--- src/rtl/vga_timing_pkg.sv ---
// Shared VGA timing constants (640x480@60 defaults), total derivation and
// region-compare helpers used by the sync generator.
package vga_timing_pkg;

  localparam int DEF_H_ACTIVE = 640;
  localparam int DEF_H_FP     = 16;
  localparam int DEF_H_SYNC   = 96;
  localparam int DEF_H_BP     = 48;
  localparam int DEF_V_ACTIVE = 480;
  localparam int DEF_V_FP     = 10;
  localparam int DEF_V_SYNC   = 2;
  localparam int DEF_V_BP     = 33;
  localparam int DEF_CW       = 10;

  // Total length of one axis: active -> front porch -> sync -> back porch.
  function automatic int axis_total(input int active, input int fp, input int sync, input int bp);
    return active + fp + sync + bp;
  endfunction

  // Position lies in the visible part of the axis.
  function automatic logic in_active(input int pos, input int active);
    return (pos < active);
  endfunction

  // Position lies inside the sync pulse, which follows active and front porch.
  function automatic logic in_sync(input int pos, input int active, input int fp, input int sync);
    return (pos >= (active + fp)) && (pos < (active + fp + sync));
  endfunction

endpackage

--- src/rtl/vga_axis_counter.sv ---
// Modulo counter for one raster axis: counts 0..MODULUS-1 while enabled,
// reloads INIT on reset, and flags the enabled step that wraps to 0.
module vga_axis_counter #(
  parameter int CW      = 10,
  parameter int MODULUS = 800,
  parameter int INIT    = 0
) (
  input  logic          clk,
  input  logic          rst_n,
  input  logic          en,
  output logic [CW-1:0] count,
  output logic          wrap
);

  localparam logic [CW-1:0] LAST     = CW'(MODULUS - 1);
  localparam logic [CW-1:0] INIT_VAL = CW'(INIT);
  localparam logic [CW-1:0] ONE      = CW'(1);

  // Carry is combinational so the next axis steps on the same edge as the wrap.
  assign wrap = en && (count == LAST);

  // Count register: wrap to zero at the end of the axis, otherwise step when enabled.
  always_ff @(posedge clk or negedge rst_n) begin
    if (!rst_n) begin
      count <= INIT_VAL;
    end else if (wrap) begin
      count <= '0;
    end else if (en) begin
      count <= count + ONE;
    end else begin
      count <= count;
    end
  end

endmodule

--- src/rtl/vga_sync_gen.sv ---
// VGA pixel-timing generator: registered hsync/vsync, raw x/y, de and
// line/frame start strobes, advancing once per pix_ce.
// Optional look-ahead fetch position is built when VGA_SYNC_GEN_PREFETCH_EN
// is defined; otherwise fetch_x/fetch_y/fetch_de are constant 0.
module vga_sync_gen
  import vga_timing_pkg::*;
#(
  parameter int H_ACTIVE = DEF_H_ACTIVE,
  parameter int H_FP     = DEF_H_FP,
  parameter int H_SYNC   = DEF_H_SYNC,
  parameter int H_BP     = DEF_H_BP,
  parameter int V_ACTIVE = DEF_V_ACTIVE,
  parameter int V_FP     = DEF_V_FP,
  parameter int V_SYNC   = DEF_V_SYNC,
  parameter int V_BP     = DEF_V_BP,
  parameter bit HS_POL   = 1'b0,
  parameter bit VS_POL   = 1'b0,
  parameter int CW       = DEF_CW,
  parameter int PREFETCH = 1
) (
  input  logic          clk,
  input  logic          rst_n,
  input  logic          pix_ce,
  output logic          hsync,
  output logic          vsync,
  output logic          de,
  output logic [CW-1:0] x,
  output logic [CW-1:0] y,
  output logic          line_start,
  output logic          frame_start,
  output logic [CW-1:0] fetch_x,
  output logic [CW-1:0] fetch_y,
  output logic          fetch_de
);

  localparam int H_TOTAL = axis_total(H_ACTIVE, H_FP, H_SYNC, H_BP);
  localparam int V_TOTAL = axis_total(V_ACTIVE, V_FP, V_SYNC, V_BP);

  logic [CW-1:0] h;
  logic [CW-1:0] v;
  logic          h_wrap;
  logic          v_wrap;

  // Horizontal position steps on every pixel strobe.
  vga_axis_counter #(.CW(CW), .MODULUS(H_TOTAL), .INIT(0)) u_h_cnt (
    .clk   (clk),
    .rst_n (rst_n),
    .en    (pix_ce),
    .count (h),
    .wrap  (h_wrap)
  );

  // Vertical position steps only when the line wraps.
  vga_axis_counter #(.CW(CW), .MODULUS(V_TOTAL), .INIT(0)) u_v_cnt (
    .clk   (clk),
    .rst_n (rst_n),
    .en    (h_wrap),
    .count (v),
    .wrap  (v_wrap)
  );

  // Output stage: capture the current position and its decoded timing on each strobe.
  always_ff @(posedge clk or negedge rst_n) begin
    if (!rst_n) begin
      x           <= '0;
      y           <= '0;
      de          <= 1'b0;
      hsync       <= ~HS_POL;
      vsync       <= ~VS_POL;
      line_start  <= 1'b0;
      frame_start <= 1'b0;
    end else if (pix_ce) begin
      x           <= h;
      y           <= v;
      de          <= in_active(int'(h), H_ACTIVE) && in_active(int'(v), V_ACTIVE);
      hsync       <= in_sync(int'(h), H_ACTIVE, H_FP, H_SYNC) ? HS_POL : ~HS_POL;
      vsync       <= in_sync(int'(v), V_ACTIVE, V_FP, V_SYNC) ? VS_POL : ~VS_POL;
      line_start  <= (h == '0);
      frame_start <= (h == '0) && (v == '0);
    end else begin
      x           <= x;
      y           <= y;
      de          <= de;
      hsync       <= hsync;
      vsync       <= vsync;
      line_start  <= 1'b0;
      frame_start <= 1'b0;
    end
  end

`ifdef VGA_SYNC_GEN_PREFETCH_EN
  // Look-ahead counters start PREFETCH pixels past (0,0) and then track h/v step for step.
  localparam int FETCH_H0 = PREFETCH % H_TOTAL;
  localparam int FETCH_V0 = (PREFETCH / H_TOTAL) % V_TOTAL;

  logic [CW-1:0] fh;
  logic [CW-1:0] fv;
  logic          fh_wrap;
  logic          fv_wrap;

  vga_axis_counter #(.CW(CW), .MODULUS(H_TOTAL), .INIT(FETCH_H0)) u_fh_cnt (
    .clk   (clk),
    .rst_n (rst_n),
    .en    (pix_ce),
    .count (fh),
    .wrap  (fh_wrap)
  );

  vga_axis_counter #(.CW(CW), .MODULUS(V_TOTAL), .INIT(FETCH_V0)) u_fv_cnt (
    .clk   (clk),
    .rst_n (rst_n),
    .en    (fh_wrap),
    .count (fv),
    .wrap  (fv_wrap)
  );

  // Look-ahead outputs are registered exactly like x/y/de so the lead stays PREFETCH strobes.
  always_ff @(posedge clk or negedge rst_n) begin
    if (!rst_n) begin
      fetch_x  <= '0;
      fetch_y  <= '0;
      fetch_de <= 1'b0;
    end else if (pix_ce) begin
      fetch_x  <= fh;
      fetch_y  <= fv;
      fetch_de <= in_active(int'(fh), H_ACTIVE) && in_active(int'(fv), V_ACTIVE);
    end else begin
      fetch_x  <= fetch_x;
      fetch_y  <= fetch_y;
      fetch_de <= fetch_de;
    end
  end

  // Frame-wrap carries have no consumer; sink them explicitly.
  logic unused_carry;
  assign unused_carry = v_wrap ^ fv_wrap;
`else
  // No look-ahead path in this build: fetch port is constant zero.
  assign fetch_x  = '0;
  assign fetch_y  = '0;
  assign fetch_de = 1'b0;

  // Frame-wrap carry and look-ahead distance have no consumer in this build.
  logic unused_carry;
  assign unused_carry = v_wrap;
  localparam int unused_prefetch = PREFETCH;
`endif

endmodule
--- config.mk ---
export PLATFORM = sky130hd
export DESIGN_NAME = vga_sync_gen
export DESIGN_NICKNAME = d
export VERILOG_FILES = /design/src/rtl/vga_timing_pkg.sv /design/src/rtl/vga_axis_counter.sv /design/src/rtl/vga_sync_gen.sv
export SDC_FILE = /design/constraint.sdc
export NUM_CORES = 1
export LEC_CHECK = 0
export CAP_MARGIN = 0
export CORE_MARGIN = 2
export CORE_UTILIZATION = 30
export DETAILED_ROUTE_END_ITERATION = 16
export GPL_TIMING_DRIVEN = 0
export HOLD_SLACK_MARGIN = 0.02
export PLACE_DENSITY_LB_ADDON = 0.3
export SLEW_MARGIN = 20
export SYNTH_ARGS = -nofsm -noshare
export SYNTH_HDL_FRONTEND = slang
export SYNTH_SLANG_ARGS = --single-unit
--- constraint.sdc ---
create_clock -name clk -period 4.4 [get_ports clk]
set_input_delay 0.88 -clock clk [delete_from_list [all_inputs] [get_ports clk]]
set_output_delay 0.88 -clock clk [all_outputs]
set_load 0.03 [all_outputs]
==> key figures, run 1 <==
Run status
  – Status: finished, final reports clean

Pwr
  – Pleak: 1.297 nW
  – Internal: 0.8016 mW
  – NetSw: 0.3399 mW
  – Comb pwr share: 0.246
  – Register share of total power: 0.431
  – Design Power: 1.141 mW
  – Clock Power Share: 0.324
  – PwrDens: approximately 400 nW/um^2
  – Peak VDD IR: about 0.16 mV
  – Net Sw Frac: 0.2978

Critical path
  – Slowest stage cell, crit path: clkdlybuf4s50_1
  – Crit-path leading delay family: buffers and inverters
  – Setup crit end kind: output port
  – Slowest Stage Delay on Critical Path: 670 ps
  – Crit-path cells: clkdlybuf4s50_1
  – Worst EP required: roughly 3500 ps
  – Worst Setup Start Kind: flip-flop
  – CP max FO: 2
  – Worst path arrival time: roughly 1500 ps
  – WS Path Type: flip-flop to output port
  – Crit path buf inv count: 1

Synth
  – Synthesized flop and latch total: 45
  – Cell area after synthesis: 2228 um^2
  – Synth Area in Simple Gates: 0.1482
  – Top post-synthesis cells by area: dfrtp_1 48%, mux2_2 10%, buf_4 7.1%
  – Avg Inst Size Synth: 11.25 um^2
  – Post-synthesis xor/xnor area fraction: 0.03537
  – Sequential share of the synthesized area: 0.5065
  – Post-synthesis mux area share: 0.1011
  – Unique masters post-synth: 35
  – Cell taking the most area after synthesis: dfrtp_1
  – Largest family of logic cells by synthesized area: simple AND/OR/NAND/NOR gates
  – Adder-cell share of the synthesized area: 0.02246
  – Synth Area in Compound Gates: 0.06232
  – Synth Warn #: 0
  – Yosys top cell area share: 0.4829
  – Cells after Synth: roughly 200

CTS
  – CTS tree: done
  – Clock buffer depth: 2
  – CTS H-Tree Depth: 2
  – CTS sink cnt: 45
  – Total clock buffers created by CTS: 5
  – Clk Latency, worst-skew pair: 300 ps
  – CTS Hold Bufs: 0
  – Clock Pin Slew Worst Setup and Hold Paths: 90 ps
  – Root buffer cell: clkbuf_8
  – Post-CTS Setup Inserts: 0
  – Resized Gates After CTS: 0

Timing
  – Fin. Hold Viols: 0
  – Final slew viol count: 0
  – Max Clk Rate: 419.2 MHz
  – Slew @ Worst Pin: between 900 and 1000 ps
  – Rel. slew slack: 0.3881
  – Clock Skew: roughly 9.0 ps
  – Setup slack after layout: 2014 ps
  – Final setup violation count: 0
  – Sum Neg Setup Slack: 0 ps
  – Fin crit share: 0.5422
  – Min cycle time layout: 2386 ps
  – RSZ-0062 raised after global routing: no

GRT
  – Initial antenna violation count: 0
  – Total grt overflow: 0
  – Vias in the first global route: 1558
  – Largest net degree at the start of global routing: 32
  – Gr usage total: 0.1188
  – First-pass GRT wire length: 7797 um

Die
  – Rows: 31
  – Die area: 8133 um^2
  – Chip height: 90.19 um
  – I/O pin count: 49
  – Initial Util: 0.3089
  – Total core area: 7214 um^2
  – Die W: 90.19 um

Placed design
  – Buffers on Ports: 26
  – Dpl hpwl: 3206 um
  – GPL Wtd Cong: 0.8133
  – DP Cell Count: 344
  – DP Worst Slack: 1992 ps

Detailed routing
  – DR iter-0 viols: 118
  – Detailed-router iteration count before antenna repair: 4
  – Routed Antenna Nets: 0
  – Number of vias per cell: around 4.4
  – Vias: 1558
  – Drt wl/cell: 12.63 um
  – Routed WL: 4447 um
  – Number of remaining DRC errors: 0

Cells and area
  – Antenna cells: 0
  – Layout fillers: 730
  – Layout Cells excl Fill: 352
  – Fraction of layout cells with a size suffix above 1: 0.2490
  – Final net count: approximately 260
  – Area Overhead vs Synth: 27.29%

Hold path
  – Hold Crit Class: input port to async pin

Flow run
  – Max-Cap Viols: 0
## final cells by class
cell class              count  area, um^2  area share
well taps                  99       123.9     0.04367
clock buffers               5       68.82     0.02426
plain buffers              31       235.2     0.08293
multi-input cells         132       902.1      0.3180
inverters                  10       37.54     0.01323
clock inverters             3       65.06     0.02294
repair buffers             27       275.3     0.09704
flip-flops and latches     45        1129      0.3979
## cell families (layout without fill, tap and decap cells)
family | count (synthesis) | after routing
simple gates | 55 | 55
flops | 45 | 45
buf+inv | 41 | 76
compound gates | 23 | 23
mux | 20 | 20
xor+xnor | 9 | 9
fa+ha+maj | 4 | 4
other cells | 1 | 21
## stage by stage
step                hold slack [ps]  cell area (um^2)    util
floorplan                     476.0              2303       -
global placement              482.5              2688  0.3725
detailed placement            480.6              2703  0.3746
CTS                           491.7              2836  0.3932
global route                  500.3              2836  0.3932
finish                        481.1              2836  0.3932
## synthesized netlist by cell type (all sizes together)
library cell and count:
nand4bb 1, or3 2, dfrtp 43, or4 2, nor4b 1, o21ai 8
nor3 4, a21oi 5, ha 4, a2bb2oi 1, nand2 10, nor4bb 1
nand4b 2, o21a 2, clkbuf 5, a22o 1, xor2 3, buf 26
nand4 7, nand3b 2, inv 10, a31oi 2, mux2 20, nor2 4
nor4 6, xnor2 6, nand3 9, and3 3, o22ai 2, or2 1
dfstp 2, conb 1, o31ai 2
## sequential cells by signal, indices dropped and copies added (netlist names)
signal         cells
line_start         1
frame_start        1
de                 1
x                 10
y                 10
u_v_cnt.count     10
vsync              1
u_h_cnt.count     10
hsync              1
## power by group through the flow
| stage | clock [mW] | combinational [mW] | sequential, mW |
|---|---|---|---|
| after floorplan | 0 | 0.151 | 0.540 |
| after global placement | 0 | 0.276 | 0.499 |
| after detailed placement | 0 | 0.282 | 0.500 |
| after CTS | 0.382 | 0.282 | 0.492 |
| after global routing | 0.394 | 0.302 | 0.499 |
| final | 0.369 | 0.280 | 0.492 |
## final timing paths
check	slack [ps]	cells past startpoint	start	endpoint
max	2010	1	vsync	vsync
min	480	1	rst_n	u_h_cnt.count[6]
max reg2reg	2180	5	u_h_cnt.count[0]	u_v_cnt.count[6]
min reg2reg	490	2	hsync	hsync
max in group asynchronous	3360	2	rst_n	vsync
min in group clk	490	2	hsync	hsync
## layer usage
metal | global-route usage | wire (um)
met1 | 0.1584 | 2090
met2 | 0.1855 | 2034
met3 | 0.03018 | 282
met4 | 0.04615 | 40
met5 | 0 | 0
## cells in the final DEF, fill, tap and decap left out, drive strengths merged, types with 8 or more instances in the layout
master	n
conb	21
mux2	20
buf	28
nand2	10
clkdlybuf4s50	25
nand3	9
clkbuf	10
o21ai	8
inv	10
dfrtp	43
No activity file was read; power rests on OpenSTA's default activity.
==> inputs of run 2 (changes only) <==
==> constraint.sdc (replaced) <==
create_clock -name clk -period 2 [get_ports clk]
set_input_delay 0.4 -clock clk [delete_from_list [all_inputs] [get_ports clk]]
set_output_delay 0.4 -clock clk [all_outputs]
set_load 0.03 [all_outputs]
==> key figures, run 2 (synthesis gave the netlist of run 1 again) <==
Run status
  – Status: finished, final reports clean

Detailed routing
  – Routed Antenna Nets: 0
  – Met2 Routed Length: 2055 um
  – Vias: approximately 1600
  – Number of vias per cell: between 4 and 5
  – Drt wl/cell: 12.80 um
  – Max Used Layer: met4
  – Detailed-router iteration count before antenna repair: 4
  – WL met3: 251 um
  – Number of remaining DRC errors: 0
  – WL met1: about 2200 um
  – DR iter-0 viols: 102
  – Routed WL: 4544 um

GRT
  – Largest net degree at the start of global routing: 32
  – First-pass GRT wire length: around 7900 um
  – Gr usage total: 0.1207
  – Vias in the first global route: 1587
  – Total grt overflow: 0
  – Initial antenna violation count: 0

Cells and area
  – Final net count: 262
  – Layout fillers: 728
  – Antenna cells: 0
  – Most frequent cells in the layout: 42 x dfrtp_1, 25 x clkdlybuf4s50_1, 24 x buf_4
  – Post-route cell area: 2879 um^2
  – Area Overhead vs Synth: 29.20%
  – Commonest non-fill, non-tap cell in the layout: dfrtp_1
  – Layout Utilization: 0.3991
  – Fraction of layout cells with a size suffix above 1: 0.2695

Timing
  – Min cycle time layout: about 1900 ps
  – Clock Skew: 7.934 ps
  – Final slew viol count: 0
  – Final setup violation count: 0
  – Fin. Hold Viols: 0
  – Setup slack after layout: 61.62 ps
  – Rel. slew slack: 0.5260
  – Sum Neg Setup Slack: 0 ps
  – Slew @ Worst Pin: 704.5 ps
  – Fin crit share: 0.9692
  – RSZ-0062 raised after global routing: yes
  – Max Clk Rate: 515.9 MHz

Critical path
  – Slowest stage cell, crit path: or4_1
  – Slowest Stage Delay on Critical Path: between 500 and 600 ps
  – Reg-to-reg endpoint: u_v_cnt.count[4]
  – Worst Setup Start Kind: flip-flop
  – Crit path buf inv count: 1
  – Worst path arrival time: 2180 ps
  – R2R cell count: 5
  – Worst EP required: 2240 ps
  – CP max FO: 8
  – Reg2reg setup slack: roughly 60 ps
  – Crit-path cells: buf_6 -> nand4bb_4 -> or3_1 -> or4_1 -> nand2_1
  – WS Path Type: flip-flop to flip-flop
  – Worst reg2reg startpoint: u_h_cnt.count[5]
  – Setup crit end kind: flip-flop
  – Crit-path leading delay family: simple AND/OR/NAND/NOR gates

Die
  – Total core area: 7214 um^2
  – Die area: around 8000 um^2
  – I/O pin count: 49
  – Chip height: 90.19 um
  – Initial Util: 0.3089
  – Die W: 90.19 um
  – Rows: 31

Placed design
  – Dpl hpwl: 3206 um
  – Buffers on Ports: 26
  – Placed instance area: around 2700 um^2
  – DP Worst Slack: -170.0 ps
  – GPL Wtd Cong: 0.8133

Pwr
  – Peak VDD IR: 0.3431 mV
  – Design Power: 2.550 mW
  – Pleak: 1.310 nW
  – PwrDens: slightly below 900 nW/um^2

CTS
  – CTS H-Tree Depth: 2
  – Root buffer cell: clkbuf_8
  – CTS sink cnt: 45
  – Clock Pin Slew Worst Setup and Hold Paths: 90 ps
  – Total clock buffers created by CTS: 5
  – Clk Latency, worst-skew pair: a little over 300 ps
  – CTS tree: done
  – Clock buffer depth: 2

Hold path
  – Hold Path End: x[8]
  – Hold path depth: 2
  – Hold path start: pix_ce
  – Hold Crit Class: input port to flip-flop

Flow run
  – Max-Cap Viols: 0
[run 2: through the flow]
step | std cells | hold WS, ps
after floorplan | 218 | 104.4
after global placement | 343 | 482.5
after detailed placement | 344 | 339.4
after CTS | 356 | 386.5
after global routing | 355 | 379.8
final | 355 | 387.7
[run 2: worst max-delay path by stage]
stage,start,depth (start not counted),to
after floorplan,u_h_cnt.count[0],6,u_v_cnt.count[4]
after detailed placement,u_h_cnt.count[0],5,u_v_cnt.count[6]
after global placement,rst_n,1,y[5]
after CTS,u_h_cnt.count[6],5,u_v_cnt.count[4]
final,u_h_cnt.count[5],5,u_v_cnt.count[4]
after global routing,u_h_cnt.count[5],5,u_v_cnt.count[4]
[run 2: what timing repair did]
item                                    CTS  global route
hold buffers                              1             0
hold endpoints to repair                 13             0
setup buffers                             3             0
gates resized for setup                   3             1
endpoints found under the setup margin    6             3
pin swaps                                 1             0
[run 2: worst reg2reg max path, cell delays in order (launching register included)]
cell       delay, ps
dfrtp_1          390
buf_6            140
nand4bb_4        230
or3_1            500
or4_1            530
nand2_1           90
[run 2: area by class of cell]
type | instances | area [um^2] | share of cell area
sequential | 45 | 1130 | 0.3924
multi-input combinational | 132 | 915.9 | 0.3181
timing repair buffer | 31 | 307.8 | 0.1069
buffer | 30 | 230.2 | 0.07997
tap | 99 | 123.9 | 0.04302
clock buffer | 5 | 68.82 | 0.02390
clock inverter | 3 | 65.06 | 0.02260
inverter | 10 | 37.54 | 0.01304
[run 2: metal layers]
layer | vias to the layer above | GRT usage
met3 | 6 | 0.03018
met2 | 53 | 0.1892
li1 | 773 | -
met4 | 0 | 0.04615
met5 | - | 0
met1 | 740 | 0.1611
[run 2: report_power, final]
| group | internal [mW] | total, mW | leakage, nW | switching, mW |
|---|---|---|---|---|
| Clock | 0.496 | 0.823 | 0.0681 | 0.327 |
| Sequential | 1.01 | 1.07 | 0.578 | 0.0676 |
| Combinational | 0.278 | 0.653 | 0.663 | 0.376 |
